[src/rtl/stopwatch_core.sv]
// rtl/stopwatch_core.sv - run/stop/clear stopwatch with prescaler, up/down wrap counter
// Optional lap-hold display latch enabled by STOPWATCH_LAP_HOLD_EN.
module stopwatch_core #(
    parameter int CLK_HZ    = 100_000_000,
    parameter int TICK_HZ   = 100,
    parameter int MAX_COUNT = 9999,
    parameter int CNT_W     = $clog2(MAX_COUNT + 1)
) (
    input  logic             clk,
    input  logic             reset,
    input  logic             i_run_stop,
    input  logic             i_clear,
    input  logic             i_mode,
    input  logic             i_lap,
    output logic [CNT_W-1:0] o_count,
    output logic             o_running,
    output logic             o_tick,
    output logic             o_wrap
);

    localparam int DIV  = CLK_HZ / TICK_HZ;
    localparam int PS_W = $clog2(DIV);
    localparam logic [PS_W-1:0]  PS_LAST = PS_W'(DIV - 1);
    localparam logic [CNT_W-1:0] CNT_MAX = CNT_W'(MAX_COUNT);

    typedef enum logic [1:0] {
        ST_STOP  = 2'd0,
        ST_RUN   = 2'd1,
        ST_CLEAR = 2'd2
    } state_t;

    state_t           state_q;
    logic [PS_W-1:0]  ps_q;
    logic [CNT_W-1:0] count_q;
    logic [CNT_W-1:0] count_d;
    logic             run_prev_q;
    logic             clr_prev_q;
    logic             run_edge;
    logic             clr_edge;
    logic             tick;
    logic             wrap_cond;

    assign run_edge  = i_run_stop & ~run_prev_q;
    assign clr_edge  = i_clear & ~clr_prev_q;
    assign tick      = (state_q == ST_RUN) && (ps_q == PS_LAST);
    assign wrap_cond = i_mode ? (count_q == '0) : (count_q == CNT_MAX);

    always_comb begin
        count_d = count_q;
        if (wrap_cond) begin
            count_d = i_mode ? CNT_MAX : '0;
        end else if (i_mode) begin
            count_d = count_q - 1'b1;
        end else begin
            count_d = count_q + 1'b1;
        end
    end

    // run_stop has priority over clear when both edges land in STOP together
    always_ff @(posedge clk or posedge reset) begin
        if (reset) begin
            state_q    <= ST_STOP;
            ps_q       <= '0;
            count_q    <= '0;
            run_prev_q <= 1'b0;
            clr_prev_q <= 1'b0;
        end else begin
            run_prev_q <= i_run_stop;
            clr_prev_q <= i_clear;
            case (state_q)
                ST_STOP: begin
                    if (run_edge) begin
                        state_q <= ST_RUN;
                    end else if (clr_edge) begin
                        state_q <= ST_CLEAR;
                    end
                end
                ST_RUN: begin
                    if (run_edge) begin
                        state_q <= ST_STOP;
                    end
                    if (tick) begin
                        ps_q    <= '0;
                        count_q <= count_d;
                    end else begin
                        ps_q <= ps_q + 1'b1;
                    end
                end
                ST_CLEAR: begin
                    ps_q    <= '0;
                    count_q <= '0;
                    state_q <= ST_STOP;
                end
                default: begin
                    state_q <= ST_STOP;
                end
            endcase
        end
    end

`ifdef STOPWATCH_LAP_HOLD_EN
    logic             lap_prev_q;
    logic             hold_q;
    logic [CNT_W-1:0] lap_q;
    logic             lap_edge;

    assign lap_edge = i_lap & ~lap_prev_q;

    // Lap toggles the display freeze only while running; an existing hold survives STOP
    always_ff @(posedge clk or posedge reset) begin
        if (reset) begin
            lap_prev_q <= 1'b0;
            hold_q     <= 1'b0;
            lap_q      <= '0;
        end else begin
            lap_prev_q <= i_lap;
            if (state_q == ST_CLEAR) begin
                hold_q <= 1'b0;
            end else if ((state_q == ST_RUN) && lap_edge) begin
                if (!hold_q) begin
                    lap_q  <= count_q;
                    hold_q <= 1'b1;
                end else begin
                    hold_q <= 1'b0;
                end
            end
        end
    end

    assign o_count = hold_q ? lap_q : count_q;
`else
    logic unused_lap;
    assign unused_lap = i_lap;
    assign o_count    = count_q;
`endif

    assign o_running = (state_q == ST_RUN);
    assign o_tick    = tick;
    assign o_wrap    = tick && wrap_cond;

endmodule
[config.mk]
export PLATFORM = sky130hd
export DESIGN_NAME = stopwatch_core
export DESIGN_NICKNAME = d
export VERILOG_FILES = /design/src/rtl/stopwatch_core.sv
export SDC_FILE = /design/constraint.sdc
export NUM_CORES = 1
export LEC_CHECK = 0
export CAP_MARGIN = 10
export CORE_MARGIN = 4
export CORE_UTILIZATION = 25
export CTS_CLUSTER_DIAMETER = 40
export DETAILED_ROUTE_END_ITERATION = 10
export SLEW_MARGIN = 40
export SYNTH_ARGS = -nofsm -noshare
export SYNTH_HDL_FRONTEND = slang
export SYNTH_SLANG_ARGS = --single-unit
[constraint.sdc]
create_clock -name clk -period 4.86 [get_ports clk]
set_input_delay 0.972 -clock clk [delete_from_list [all_inputs] [get_ports clk]]
set_output_delay 0.972 -clock clk [all_outputs]
set_load 0.01 [all_outputs]
==> flow_summary.ini <==
[status]
status = finished, final reports clean

[clock_network]
clk_path_buf_depth = 2
cts_buffers = 5
postCtsSetupRepairBufs = 0
cts_tree = done
cts_root_buf = clkbuf_8
clk_latency_ps = 300
htree_levels = 2
post_cts_resized = 0
cts_hold_buf = 0
clock_sinks = 38
clk_pin_slew_worst_paths_ps = 80

[worst_setup_path]
critPathKind = input pin to output port
critical_path_arrival_ps = 2980
required_ps = 3890
cp_max_fo = 3
r2r_slack_ps = 2310
start_kind = input pin
endpoint_kind = output port

[sta]
worstMarginPinSlew_ps = 513
finalMaxSlewViolations = 0
final-setup-viol-count = 0
fin_setup_tns_ps = 0
min_period_ps = 3960
fin_skew_ps = 14.8
final_hold_viol_count = 0
timing.fmax_mhz = 253
rsz0062_at_grt = no
slew_headroom = 0.658
finalCritPeriodShare = 0.814

[worst_hold_path]
worstHoldPathType = flip-flop to flip-flop

[drt]
vias = 2261
drtIter0Drc = 111
postRouteAntennaNets = 0
drt_pass1_iterations = 5
vias_per_cell = 4.95
wire_per_inst_um = 13.7
totalWireLength_um = 6260
drc = 0

[global_routing]
antenna_found_initial = 0
overflow = 0
grt_first_pass_wirelength_um = 10500
grt_max_degree = 39
grt_pass1_vias = 2172
gr-usage-all-layers = 0.111

[placed_design]
hpwl_um = 4500
globalplace.congestion = 0.840
io_buffers = 21

[synthesis]
synth_area_leaders = dfrtp_1 37%, ha_1 7.9%, nand2_1 6.1%
synth_seq_cells = 38
yosysTopAreaCell = dfrtp_1
netlist_instances = 297
synth_top_area_share = 0.375
syn_area_per_cell_um2 = 8.55
synth-main-ff-cell = dfrtp_1
synthArstFlopShare = 1.00
syn-num-nets = 320
synth.distinct_cells = 53
ys_seq_area_frac = 0.375
yosys_warnings = 0
synth_edf_count = 0
synth_area_um2 = 2540

[layout]
diodes = 0
final_core_util = 0.308
fillers = 1061
regArea_um2 = 951
multi_input_area_um2 = 1490
drive_above_1_share = 0.0648
nets = 346
syn2layout_area_growth_pct = 19.3

[floorplan]
die_height_um = 109
initial_utilization = 0.259
rows = 36
dieArea_um2 = 11800
fp.dieW_um = 109
pin_count = 23
core_area_um2 = 9820

[power]
leakage_nw = 1.31
p_int_mw = 0.723
swShare = 0.414
pwr-share-comb = 0.446
power.density_nw_per_um2 = 408
clockPowerShare = 0.221
vdd_ir_drop_max_mv = 0.168
p_seq_frac = 0.333
switchingPower_mw = 0.512

[job]
max_cap_viol_count = 0
[placed cells by master, fill, tap and decap left out, drive strengths merged, types with 8 or more instances in the layout]
cell            n
nor2           24
nand2          41
xnor2           8
nand3           9
ha             16
o21ai          38
a21oi          12
clkdlybuf4s50  21
dfrtp          38
inv            17
[metal layers]
layer  GRT usage  vias up  wire length (um)
met5           0        -                 0
met4      0.0298        0                69
met3      0.0231        8               254
met2       0.187       45              3000
met1       0.146     1086              2940
li1            -     1122                 -
[synth_stat cells (all sizes together), types with 5 or more instances]
library cell   n
clkbuf         6
a21oi         12
and3           7
o21ai         38
inv           17
nand3          9
o31ai          7
a21o           5
dfrtp         38
xor2           5
nand2         41
nor3           6
xnor2          8
nor2          24
ha            16
[flip-flops by register name (all words and copies together), names as in the netlist]
name,count
ps_q,20
o_count,14
state_q,2
clr_prev_q,1
run_prev_q,1
[path summary, 6_finish.rpt]
kind / end / from / cells past startpoint
min in group asynchronous: o_count[1] / reset / 3
setup / recovery: o_wrap / i_mode / 7
max in group asynchronous: ps_q[13] / reset / 3
hold / removal: ps_q[19] / ps_q[19] / 1
hold reg to reg: ps_q[19] / ps_q[19] / 1
setup reg to reg: o_count[13] / o_count[8] / 8
[critical path, cell delays in order]
cell	delay [ps]
clkdlybuf4s50_1	460
nand4b_1	190
or3_1	380
a21oi_1	210
inv_2	90
nor2_1	130
clkdlybuf4s50_1	560
[power by group through the flow]
stage | logic [mW] | registers, mW | clock network (mW)
floorplan | 0.374 | 0.411 | 0
finish | 0.550 | 0.411 | 0.273
global placement | 0.536 | 0.415 | 0
CTS | 0.547 | 0.411 | 0.282
detailed placement | 0.545 | 0.417 | 0
global route | 0.620 | 0.419 | 0.296
[cells by family (layout without fill, tap and decap cells)]
group | count (synthesis) | in the layout | synth area share
simple gates | 117 | 117 | 0.232
xor+xnor | 13 | 13 | 0.0448
mux | 3 | 3 | 0.0123
buf+inv | 25 | 52 | 0.0399
flops | 38 | 38 | 0.375
compound gates | 84 | 84 | 0.209
fa+ha+maj | 17 | 17 | 0.0867
[through the flow]
step	hold WS, ps	cell area, um^2	std cells	setup WS (ps)	power [mW]
after global routing	555	3030	457	758	1.33
after floorplan	450	2540	297	1750	0.785
after detailed placement	505	2910	448	870	0.962
after global placement	499	2910	448	883	0.950
after CTS	525	3020	456	850	1.24
final	530	3030	457	905	1.23
[area by class of cell]
cell class,instances,area share
clock buffer,5,0.0227
clock inverter,3,0.0132
inverter,18,0.0223
multi-input combinational,234,0.491
sequential,38,0.314
tap,133,0.0550
timing repair buffer,26,0.0818
Note: power is estimated with default switching activity, not from simulation.
